$ cat src/rtl/cache_snoop.sv
// Snoop controller for a 4-line direct-mapped cache: looks up bus requests,
// writes back modified lines, then downgrades or invalidates them.
module cache_snoop (
    input  logic       clock,
    input  logic       reset_n,
    input  logic       bus_valid,
    input  logic [1:0] bus_op,
    input  logic [2:0] bus_address,
    output logic       bus_ready,
    input  logic       cpu_we,
    input  logic [2:0] cpu_address,
    input  logic [1:0] cpu_state,
    input  logic [3:0] cpu_data,
    output logic       cpu_stall,
    output logic       wb_valid,
    output logic [2:0] wb_address,
    output logic [3:0] wb_data,
    input  logic       wb_ack,
    output logic       abort,
    output logic       done,
    input  logic [2:0] dbg_address,
    output logic [1:0] dbg_state,
    output logic [3:0] dbg_data
);

    typedef enum logic [1:0] {IDLE, LOOKUP, WRITEBACK, UPDATE} fsm_t;

    localparam logic [1:0] ST_I = 2'b00;
    localparam logic [1:0] ST_S = 2'b01;
    localparam logic [1:0] ST_M = 2'b10;

    localparam logic [1:0] OP_RDMISS = 2'b00;
    localparam logic [1:0] OP_INVAL  = 2'b10;
    localparam logic [1:0] OP_RSVD   = 2'b11;

    fsm_t            fsm_q, fsm_d;
    logic [1:0]      op_q;
    logic [2:0]      addr_q;
    logic [3:0]      tag_q;
    logic [3:0][1:0] lst_q;
    logic [3:0][3:0] dat_q;
    logic            done_q;
    logic            first_q;

    logic [1:0]      idx;
    logic [1:0]      cur_st;
    logic            hit;
    logic            cpu_wr;

    // Encoding 11 is stored as written but always read back as Invalid.
    function automatic logic [1:0] norm_state(input logic [1:0] s);
        return (s == 2'b11) ? ST_I : s;
    endfunction

    assign idx    = addr_q[1:0];
    assign cur_st = norm_state(lst_q[idx]);
    assign hit    = (tag_q[idx] == addr_q[2]) && (cur_st != ST_I);

    always_comb begin
        fsm_d = fsm_q;
        unique case (fsm_q)
            IDLE:      if (bus_valid) fsm_d = LOOKUP;
            LOOKUP: begin
                if (!hit || op_q == OP_RSVD)
                    fsm_d = IDLE;
                else if (cur_st == ST_M)
                    fsm_d = (op_q == OP_INVAL) ? UPDATE : WRITEBACK;
                else
                    fsm_d = (op_q == OP_RDMISS) ? IDLE : UPDATE;
            end
            WRITEBACK: if (wb_ack) fsm_d = UPDATE;
            UPDATE:    fsm_d = IDLE;
            default:   fsm_d = IDLE;
        endcase
    end

    // Local writes to the index under snoop are dropped so the line stays stable.
    assign cpu_stall = cpu_we && (fsm_q != IDLE) && (cpu_address[1:0] == idx);
    assign cpu_wr    = cpu_we && !cpu_stall;

    always_ff @(posedge clock or negedge reset_n) begin
        if (!reset_n) begin
            fsm_q   <= IDLE;
            op_q    <= 2'b00;
            addr_q  <= 3'b000;
            tag_q   <= 4'b0000;
            lst_q   <= '0;
            dat_q   <= '0;
            done_q  <= 1'b0;
            first_q <= 1'b0;
        end else begin
            fsm_q   <= fsm_d;
            done_q  <= (fsm_q != IDLE) && (fsm_d == IDLE);
            first_q <= (fsm_q != WRITEBACK) && (fsm_d == WRITEBACK);
            if (fsm_q == IDLE && bus_valid) begin
                op_q   <= bus_op;
                addr_q <= bus_address;
            end
            if (cpu_wr) begin
                tag_q[cpu_address[1:0]] <= cpu_address[2];
                lst_q[cpu_address[1:0]] <= cpu_state;
                dat_q[cpu_address[1:0]] <= cpu_data;
            end
            if (fsm_q == UPDATE)
                lst_q[idx] <= (op_q == OP_RDMISS) ? ST_S : ST_I;
        end
    end

    assign bus_ready  = (fsm_q == IDLE);
    assign wb_valid   = (fsm_q == WRITEBACK);
    assign wb_address = wb_valid ? addr_q : 3'b000;
    assign wb_data    = wb_valid ? dat_q[idx] : 4'b0000;
    assign abort      = wb_valid && first_q;
    assign done       = done_q;

    assign dbg_state = (tag_q[dbg_address[1:0]] == dbg_address[2])
                     ? norm_state(lst_q[dbg_address[1:0]]) : ST_I;
    assign dbg_data  = dat_q[dbg_address[1:0]];

endmodule

$ cat config.mk
export PLATFORM = sky130hd
export DESIGN_NAME = cache_snoop
export DESIGN_NICKNAME = d
export VERILOG_FILES = /design/src/rtl/cache_snoop.sv
export SDC_FILE = /design/constraint.sdc
export NUM_CORES = 1
export LEC_CHECK = 0
export BUFFER_PORTS_ARGS = -buffer_cell sky130_fd_sc_hd__buf_2
export CORE_ASPECT_RATIO = 1.4
export CORE_UTILIZATION = 30
export DETAILED_ROUTE_END_ITERATION = 12
export PLACE_DENSITY = 0.47
export SLEW_MARGIN = 20
export SYNTH_ARGS = -nofsm -noshare
export SYNTH_HDL_FRONTEND = slang
export SYNTH_SLANG_ARGS = --single-unit
export TNS_END_PERCENT = 1
$ cat constraint.sdc
create_clock -name clock -period 2.9 [get_ports clock]
set_input_delay 0.58 -clock clock [delete_from_list [all_inputs] [get_ports clock]]
set_output_delay 0.58 -clock clock [all_outputs]
set_load 0.03 [all_outputs]
### Yosys cells after proc, flatten, opt, wreduce, memory -nomap -nowiden

Cells that the tools add are included.

* bitwise logic cells: 0
* reduce and logical (&&, ||, !) cells: 18
* divide/modulo/power cells: 0
* eq/ne operators: 13
* $add $sub $neg: 0
* mux-type cells: 39
* multiply operators: 0
* shifts and indexed selects: 0
* $lt $le $gt $ge: 5

Operators with widths (count)
* 2-bit two-way mux: 12
* 4-bit binary-select mux with 2-bit select: 2
* 16-bit bitwise mux: 1
* 8-bit bitwise mux: 2
* 2-bit == test (second input constant): 8
* 4-bit two-way mux: 4
* 8-bit two-way mux: 2
* 1-bit logical AND: 10
* 2-bit by 3-bit < comparator with 1-bit output (second input constant): 3
* 2-bit binary-select mux with 2-bit select: 2
* 2-bit demux with 2-bit select: 2
* 4-bit demux with 2-bit select: 1
* 2-bit case mux with 4 select lines: 1
* 2-bit zero test: 3
* 1-bit two-way mux: 5
* 1-bit binary-select mux with 2-bit select: 2
* 4-bit bitwise mux: 1
* 2-bit by 1-bit greater-or-equal comparator with 1-bit output (second input constant): 2
* 2-bit nonzero test: 2
* 3-bit two-way mux: 1
* 1-bit demux with 2-bit select: 1
* 1-bit == test: 2
* 2-bit by 1-bit == test with 1-bit output (second input constant): 1
* 2-bit == test: 1
* 3 further kinds: 4

* memories kept: 0
* input port bits: 22
* bits in read-only memories: 0
* logic and storage cells: 89
* latch bits: 0
* RAM bits: 0
* register bits: 37

### Depth between registers and ports, before layout

Gate-level depths: netlist of the first run.

* depth after elaboration: 12
* depth in mapped cells: 8
* gate-level depth less buffers: 6

### Least setup slack after synthesis of the first run

No wires, ideal clock.

* kind: input -> output
* start: in dbg_address[0]
* end: out dbg_state[0]
* cell stages on the path: 4
* buffers on the path: 1
* setup slack: 0.087 ns
* required time: 2.320 ns
* arrival: 2.233 ns
* path through: buf_2 mux4_2 xor2_1 nor3b_1

* word-level cells in the longest chain between the ends: 5

RTL lines
* start: declaration: RTL line 21 `input logic [2:0] dbg_address,`
* 2-bit binary-select mux with 2-bit select: RTL line 117 `? norm_state(lst_q[dbg_address[1:0]]) : ST_I;`
* 2-bit two-way mux (implied by the code): RTL line 117
* 2-bit == test: RTL line 52 `return (s == 2'b11) ? ST_I : s;`
* 2-bit two-way mux: RTL line 52
* 2-bit two-way mux *: RTL line 117
* end: declaration: RTL line 22 `output logic [1:0] dbg_state,`

Every way passes the cells marked *; elsewhere a longest branch is shown, timed or not. The select of a mux whose other input is x is not followed.

### Worst setup path in the final report of the first run

* start: reg addr_q[0]
* end: out wb_data[2]

* word-level cells in the longest chain between the ends: 3

RTL lines
* start: declaration: RTL line 38 `logic [2:0] addr_q;`
* start signal: assignment: RTL line 97 `addr_q <= bus_address;`
* 4-bit binary-select mux with 2-bit select: RTL line 112 `assign wb_data = wb_valid ? dat_q[idx] : 4'b0000;`
* 4-bit two-way mux (implied by the code): RTL line 112
* 4-bit two-way mux: RTL line 112
* end: declaration: RTL line 17 `output logic [3:0] wb_data,`

Every way passes these cells. The select of a mux whose other input is x is not followed.

==> summary.txt, run 1 <==
Logic synthesis
  • Sequential share of the synthesized area: 0.442
  • Synth Instances: 152
  • Post-synthesis mux area share: 0.353
  • Syn_area_per_cell: 13.8 um^2
  • Synth Area in Simple Gates: 0.100
  • Synthesized-area fraction occupied by adder cells: 0.00598
  • Number of enable flip-flop cells after synthesis: 0
  • Share of the synthesized area in the top cell type: 0.442
  • Number of synthesis warnings: 0
  • Seq cells post-synth: 37
  • Compound-gate portion of the synthesized area: 0.0496
  • Most frequent cells after synthesis: dfrtp_1, mux2_2, mux4_2
  • Netlist Area Pre-Place: 0.00209 mm^2
  • Post-synth net total: 175
  • Post-synthesis cell type count: 33
  • Synth Area in XOR/XNOR: 0.0167
  • Largest family of logic cells by synthesized area: multiplexers
  • Cell taking the most area after synthesis: dfrtp_1
  • Synth area leaders: dfrtp_1, mux4_2, mux2_2, mux2i_1, and2_1
  • Asr flop ratio synth: 1.00
  • Most frequent cell after synthesis: dfrtp_1
  • Ys flop type: dfrtp_1

Routing
  • Routed Antenna Nets: 0
  • Wirelength per Cell: 17.5 um
  • Via count: 1415
  • Drt drc: 0
  • DRT Wirelength: 4930 um
  • First-pass iteration count of the detailed router: 4
  • Avg Vias per Cell: 5.02
  • Initial DRC count: 44

Timing
  • Final Hold Vio Count: 0
  • Fmax achieved: 402 MHz
  • RSZ-0062 raised after global routing: no
  • Final Max Tran Viols: 0
  • Rel. slew slack: 0.432
  • Final WS setup: 0.412 ns
  • Final period demand of the worst path: 2.49 ns
  • Clock skew: 0.00989 ns
  • Setup TNS: 0 ns
  • Tcrit/Tclk final: 0.858
  • Final setup viols: 0
  • Worst-margin pin slew: 0.852 ns

Clock tree
  • Hold_buf cts: 0
  • Number of clock sinks: 37
  • CTS Buf Count: 5
  • Max clock buf depth: 2
  • Clk_lat worst skew: 0.29 ns
  • Clock transition at the registers of the reported paths: 0.08 ns
  • CTS tree: done
  • CTS root buf: clkbuf_8
  • Setup bufs post-CTS: 0
  • Post-CTS Resized: 0
  • H-tree levels: 2

Floorplanning
  • Die height: 101 um
  • Number of core rows: 35
  • Ports: 40
  • Core footprint: 0.00666 mm^2
  • DIE WIDTH: 72.6 um
  • Starting utilization of the core area: 0.314
  • Die area: 0.00732 mm^2

Placed design
  • DP HPWL: 3580 um
  • PortBufs: 39
  • Setup WS pre-CTS: 0.449 ns
  • DP Area: 0.00237 mm^2
  • RePlAce Congestion: 0.736
  • Inst Count DP: 275

Global routing
  • Total gr overflow: 0
  • GR Layer Usage met1: 0.171
  • Vias in the first global route: 1516
  • Met2 usage: 0.263
  • First-pass GRT wire length: 7870 um
  • Initial antenna violation count: 0
  • Top Usage Layer GRT: met2
  • Total GRT Usage: 0.148
  • Global Route met3 Usage: 0.0250
  • Pin count of the biggest net entering global routing: 38

Cells and area
  • Layout cell share with drive strength beyond 1: 0.505
  • Finished Layout Cells: 282
  • NumNets Final: 213
  • Finished Cell Area: 0.00246 mm^2
  • Ant diodes: 0
  • Area grow syn2layout: 17.6%

Worst setup path
  • Worst Setup Start Kind: register
  • CP Data Arrival Time: 1.91 ns
  • Critical Path Sink Type: primary output
  • Worst EP required: 2.32 ns
  • Max FO, Critical Path: 10
  • Kind of critical path: register to primary output

Status
  • Outcome: finished clean

Power and ir drop
  • Power Dens Cells: 992 mW/mm^2
  • Worst VDD drop: 0.000328 V
  • Total power draw: 2.44 mW
  • Leakage dissipation: 1.06 nW

Flow run
  • Max_cap viols: 0

Min path
  • Hold WC Path Type: input pin to asynchronous set/reset pin
[cell families (layout without fill, tap and decap cells)]
group | after synthesis | in the layout
xor+xnor | 4 | 4
flops | 37 | 37
simple gates | 36 | 36
compound gates | 8 | 8
mux | 53 | 53
buf+inv | 13 | 51
fa+ha+maj | 1 | 1
[layout make-up]
cell class / count / area, um^2
tap: 92 / 115
clock inverter: 1 / 7.51
multi-input combinational: 102 / 1100
inverter: 2 / 12.5
fill: 682 / 4200
timing repair buffer: 42 / 218
sequential: 37 / 926
clock buffer: 6 / 82.6
[worst max-delay path, cell delays in order, from the launching register on]
cell	delay, ns
dfrtp_1	0.71
mux4_2	0.56
and2_1	0.17
buf_2	0.17
[per-stage QoR]
stage	utilization	hold slack [ns]
after floorplan	-	0.284
after global placement	0.356	0.502
after detailed placement	0.356	0.512
after CTS	0.370	0.421
after global routing	0.370	0.469
final	0.370	0.389
[path summary, 6_finish.rpt]
check,from,end,slack [ns],cells past startpoint
min in group clock,bus_op[1],op_q[1],0.52,2
max in group asynchronous,reset_n,lst_q[6],1.97,1
hold reg to reg,dat_q[9],dat_q[9],0.53,1
setup / recovery,addr_q[0],wb_data[2],0.41,3
setup reg to reg,addr_q[0],done,0.54,6
hold / removal,reset_n,op_q[1],0.39,1
[state kept, by name (all words and copies together), names as in the netlist]
| register | count |
|---|---|
| addr_q | 3 |
| dat_q | 16 |
| done | 1 |
| first_q | 1 |
| fsm_q | 2 |
| lst_q | 8 |
| op_q | 2 |
| tag_q | 4 |
[placed cells by master (no fill, tap or decap), types with 2 or more instances in the layout]
cell type and count:
dfrtp_1 37, nand2_1 6, clkbuf_8 6, a31oi_1 2
and2_1 11, nor3_1 2, mux4_2 14, buf_2 39
nor3b_1 5, nand3_1 2, mux2i_1 13, nor2_1 2
mux2_2 26, buf_4 3, xnor2_1 2, nor2b_1 3
xor2_1 2
[report_power, final]
group / internal (mW) / total, mW / leakage [nW] / switching (mW)
Combinational: 0.562 / 1.08 / 0.576 / 0.517
Clock: 0.188 / 0.371 / 0.0433 / 0.183
Sequential: 0.730 / 0.990 / 0.441 / 0.260
Total: 1.48 / 2.44 / 1.06 / 0.961
[routing by layer]
layer  part of all wire  vias up
li1                   -      632
met1               0.40      715
met2               0.53       51
met3              0.039       17
met4              0.030        0
met5                  0        -
(Power assumes the default switching activity.)
==> inputs of run 2 (changes only) <==
CORE_MARGIN = 8   (was unset)
PLACE_DENSITY = unset   (was 0.47)
==> summary.txt, run 2 (synthesis gave the netlist of run 1 again) <==
Placed design
  • Setup WS pre-CTS: 0.446 ns
  • DP HPWL: 3690 um
  • PortBufs: 39
  • RePlAce Congestion: 0.796
  • Inst Count DP: 279

Cells and area
  • Finished Layout Cells: 287
  • Most frequent cells in the layout: buf_2, dfrtp_1, mux2_2, mux4_2, mux2i_1
  • Top Registers: dat_q x16, lst_q x8, tag_q x4
  • NumNets Final: 214
  • Commonest non-fill, non-tap cell in the layout: buf_2
  • Filler cell count: 710
  • Final core occ: 0.368
  • Register with the highest flop count: dat_q
  • Layout cell share with drive strength beyond 1: 0.510
  • Ant diodes: 0
  • Largest register FFs: 16
  • Multi-input gate area: 0.00110 mm^2
  • Area grow syn2layout: 20.2%
  • Register Area: 926 um^2

Timing
  • Tcrit/Tclk final: 0.882
  • Rel. slew slack: 0.440
  • Clock skew: 0.00544 ns
  • Fmax achieved: 391 MHz
  • Final Max Tran Viols: 0
  • Final setup viols: 0
  • RSZ-0062 raised after global routing: no
  • Final Hold Vio Count: 0
  • Final WS setup: 0.341 ns
  • Setup TNS: 0 ns
  • Worst-margin pin slew: 0.840 ns
  • Final period demand of the worst path: 2.56 ns

Floorplanning
  • DIE WIDTH: 86.6 um
  • Starting utilization of the core area: 0.306
  • Number of core rows: 36
  • Die area: 0.00994 mm^2
  • Ports: 40
  • Core footprint: 0.00685 mm^2
  • Die height: 115 um

Clock tree
  • Clock transition at the registers of the reported paths: 0.08 ns
  • CTS root buf: clkbuf_8
  • CTS tree: done
  • Number of clock sinks: 37
  • Max clock buf depth: 2
  • CTS Buf Count: 5
  • H-tree levels: 2
  • Setup bufs post-CTS: 0
  • Post-CTS Resized: 0
  • Hold_buf cts: 0
  • Clk_lat worst skew: 0.29 ns

Worst setup path
  • Max FO, Critical Path: 14
  • CP Data Arrival Time: 1.98 ns
  • Worst Setup Start Kind: register
  • Worst EP required: 2.32 ns
  • Kind of critical path: register to primary output
  • Crit-path slowest cell: dfrtp_1
  • Crit-path cells: mux4_2 -> and2_1 -> buf_2
  • Crit path largest cell delay: 0.76 ns
  • Critical Path Sink Type: primary output

Global routing
  • Total gr overflow: 0
  • Total GRT Usage: 0.112
  • Vias in the first global route: 1609
  • Pin count of the biggest net entering global routing: 38
  • Initial antenna violation count: 0
  • First-pass GRT wire length: 8490 um

Routing
  • DRT Wirelength: 4930 um
  • Via count: 1358
  • First-pass iteration count of the detailed router: 4
  • Routed Antenna Nets: 0
  • Initial DRC count: 39
  • Avg Vias per Cell: 4.73
  • Drt drc: 0
  • Wirelength per Cell: 17.2 um

Flow run
  • Max_cap viols: 0

Power and ir drop
  • Leakage dissipation: 1.09 nW
  • Worst VDD drop: 0.000378 V
  • Total power draw: 2.59 mW
  • Power Dens Cells: 1030 mW/mm^2

Status
  • Outcome: finished clean

Min path
  • Hold WC Path Type: input pin to asynchronous set/reset pin
## run 2: cell count changes in the layout (fill, tap and decap cells not counted), sizes merged
cell,previous run,this run
clkinv,0,1
bufinv,0,2
clkbuf,6,5
buf,42,43
clkinvlp,1,0
## run 2: routing by layer
metal,wire length (um),track usage,vias to the layer above
met4,75,0.0438,0
met1,2100,0.128,687
li1,-,-,635
met2,2540,0.191,30
met3,215,0.0308,6
met5,0,0,-
## run 2: area by class of cell
| class | instances | area share |
|---|---|---|
| repair buffers | 43 | 0.0895 |
| inverters | 2 | 0.00497 |
| flip-flops and latches | 37 | 0.368 |
| well taps | 95 | 0.0472 |
| clock inverters | 3 | 0.0259 |
| multi-input cells | 102 | 0.437 |
| clock buffers | 5 | 0.0273 |
## run 2: path summary, 6_finish.rpt
path,startpoint,to,slack (ns),cells past startpoint
setup / recovery,addr_q[0],wb_data[3],0.34,3
hold / removal,reset_n,addr_q[2],0.39,1
setup reg to reg,addr_q[0],done,0.57,6
hold reg to reg,dat_q[8],dat_q[8],0.53,1
max in group asynchronous,reset_n,lst_q[6],1.98,1
min in group clock,bus_address[2],addr_q[2],0.52,2
## run 2: worst max-delay path: cells and delay by family, from the launching register on
kind / cells / cell delay (ns)
DFF: 1 / 0.76
muxes: 1 / 0.58
and+or+nand+nor: 1 / 0.17
buffers and inverters: 1 / 0.17
## run 2: per-stage QoR
stage / cell area, um^2 / hold slack, ns
final: 2520 / 0.389
after global routing: 2520 / 0.469
after CTS: 2520 / 0.417
after detailed placement: 2380 / 0.512
after global placement: 2380 / 0.501
after floorplan: 2090 / 0.284
## run 2: where the power goes
group	internal, mW	leakage (nW)	switching, mW	total, mW
Combinational	0.566	0.581	0.511	1.08
Clock	0.342	0.0681	0.186	0.528
Sequential	0.729	0.441	0.255	0.985
Total	1.64	1.09	0.952	2.59
==> inputs of run 3 (changes only) <==
GPL_ROUTABILITY_DRIVEN = 0   (was unset)
clock period = 2.4 ns   (was 2.9 ns; I/O delays follow)
==> summary.txt, run 3 (synthesis gave the netlist of run 1 again) <==
Power and ir drop
  • Net Sw Frac: 0.382
  • Leakage dissipation: 1.12 nW
  • Clock group share of total power: 0.153
  • Cell internal pwr: 1.88 mW
  • Logic pwr share: 0.479
  • Worst VDD drop: 0.000427 V
  • Power Dens Cells: 1190 mW/mm^2
  • Seq pwr share: 0.369
  • Sw Pwr: 1.16 mW
  • Total power draw: 3.03 mW

Cells and area
  • Top Registers: dat_q x16, lst_q x8, tag_q x4
  • Area grow syn2layout: 21.5%
  • Most frequent cells in the layout: buf_2, dfrtp_1, mux2_2, mux4_2, mux2i_1
  • Ant diodes: 0
  • NumNets Final: 222
  • Largest register FFs: 16
  • Commonest non-fill, non-tap cell in the layout: buf_2
  • Filler cell count: 692
  • Register with the highest flop count: dat_q
  • Layout cell share with drive strength beyond 1: 0.530

Clock tree
  • Setup bufs post-CTS: 0
  • Post-CTS Resized: 0
  • Number of clock sinks: 37
  • Clock transition at the registers of the reported paths: 0.07 ns
  • CTS Buf Count: 5
  • CTS root buf: clkbuf_8
  • CTS tree: done
  • H-tree levels: 2
  • Max clock buf depth: 2
  • Hold_buf cts: 0
  • Clk_lat worst skew: 0.28 ns

Worst setup path
  • WP depth: 4
  • Max FO, Critical Path: 3
  • Crit path largest cell delay: 0.47 ns
  • Critical path's top delay family: multiplexers
  • R2R cell count: 6
  • R2R Setup Slk: 0.34 ns
  • Crit-path cells: mux4_2 -> xor2_1 -> nor3b_1 -> buf_2
  • Worst Setup Start Kind: register
  • Worst EP required: 1.92 ns
  • Worst r2r src: addr_q[0]
  • Crit-path slowest cell: mux4_2
  • Critical Path Sink Type: primary output
  • CP Data Arrival Time: 1.84 ns
  • WP buf/inv: 1
  • Kind of critical path: register to primary output
  • RR Endpoint: done

Timing
  • Final period demand of the worst path: 2.32 ns
  • Tcrit/Tclk final: 0.965
  • Rel. slew slack: 0.438
  • Clock skew: 0.00688 ns
  • Final Max Tran Viols: 0
  • Fmax achieved: 432 MHz
  • Final Hold Vio Count: 0
  • Worst-margin pin slew: 0.843 ns
  • Final setup viols: 0
  • RSZ-0062 raised after global routing: no
  • Setup TNS: 0 ns

Routing
  • Wirelength per Cell: 17.4 um
  • Avg Vias per Cell: 4.83
  • Initial DRC count: 92
  • Routed Antenna Nets: 0
  • Via count: 1425
  • Drt drc: 0
  • First-pass iteration count of the detailed router: 4
  • DRT Wirelength: 5140 um

Global routing
  • Vias in the first global route: 1620
  • First-pass GRT wire length: 8700 um
  • Initial antenna violation count: 0
  • Total GRT Usage: 0.113
  • Pin count of the biggest net entering global routing: 38
  • Total gr overflow: 0

Placed design
  • PortBufs: 39
  • DP HPWL: 3900 um

Status
  • Outcome: finished clean

Floorplanning
  • Die height: 115 um
  • Die area: 0.00994 mm^2
  • Number of core rows: 36
  • Core footprint: 0.00685 mm^2
  • DIE WIDTH: 86.6 um
  • Starting utilization of the core area: 0.306
  • Ports: 40

Min path
  • Hold WC Path Type: input pin to asynchronous set/reset pin

Flow run
  • Max_cap viols: 0
[run 3: cell types whose count changed in the layout (fill, tap and decap cells not counted)]
cell / before / now
buf_4: 4 / 12
bufinv_16: 2 / 0
clkbuf_8: 5 / 7
[run 3: worst max path at each step]
| stage | startpoint | to | slack (ns) |
|---|---|---|---|
| finish | tag_q[0] | dbg_state[1] | 0.08 |
| floorplan | dbg_address[0] | dbg_state[0] | -0.21 |
| detailed placement | dbg_address[0] | dbg_state[1] | 0.16 |
| CTS | addr_q[0] | wb_data[1] | 0.08 |
| global route | tag_q[3] | dbg_state[0] | 0.004 |
| global placement | dbg_address[0] | dbg_state[1] | 0.12 |
[run 3: power groups by stage]
stage	Clock [mW]	Combinational (mW)	Sequential, mW
6_report	0.464	1.45	1.12
5_1_grt	0.508	1.59	1.16
4_1_cts	0.482	1.47	1.12
3_5_place_dp	0	1.46	1.13
3_3_place_gp	0	1.45	1.12
2_1_floorplan	0	1.15	1.03
[run 3: area by class of cell]
class,instances,area (um^2),area share
Multi-Input combinational cell,102,1100,0.432
Sequential cell,37,926,0.364
Timing Repair Buffer,51,285,0.112
Tap cell,95,119,0.0467
Clock buffer,7,96.3,0.0379
Inverter,2,12.5,0.00492
Clock inverter,1,5.00,0.00197
[run 3: worst reg2reg max path, delay by kind of cell, from the launching register on]
| kind | cells | cell delay, ns |
|---|---|---|
| compound gates | 1 | 0.19 |
| flops | 1 | 0.47 |
| mux | 1 | 0.53 |
| simple gates | 2 | 0.46 |
| buf+inv | 1 | 0.07 |
| fa+ha+maj | 1 | 0.22 |
[run 3: per-stage QoR]
stage                     hold slack [ns]   util  std cells  setup WS, ns  instance area, um^2
after floorplan                     0.184      -        152        -0.213                 2090
final                               0.303  0.372        295        0.0839                 2540
after global routing                0.365  0.372        295       0.00420                 2540
after global placement              0.504  0.357        287         0.124                 2440
after detailed placement            0.519  0.357        287         0.156                 2440
after CTS                           0.326  0.372        295        0.0752                 2540
[run 3: layer usage]
metal / vias to the layer above / GRT usage / wire [um]
li1: 655 / - / -
met1: 725 / 0.134 / 2170
met2: 41 / 0.191 / 2600
met3: 4 / 0.0308 / 298
met4: 0 / 0.0415 / 72
met5: - / 0 / 0
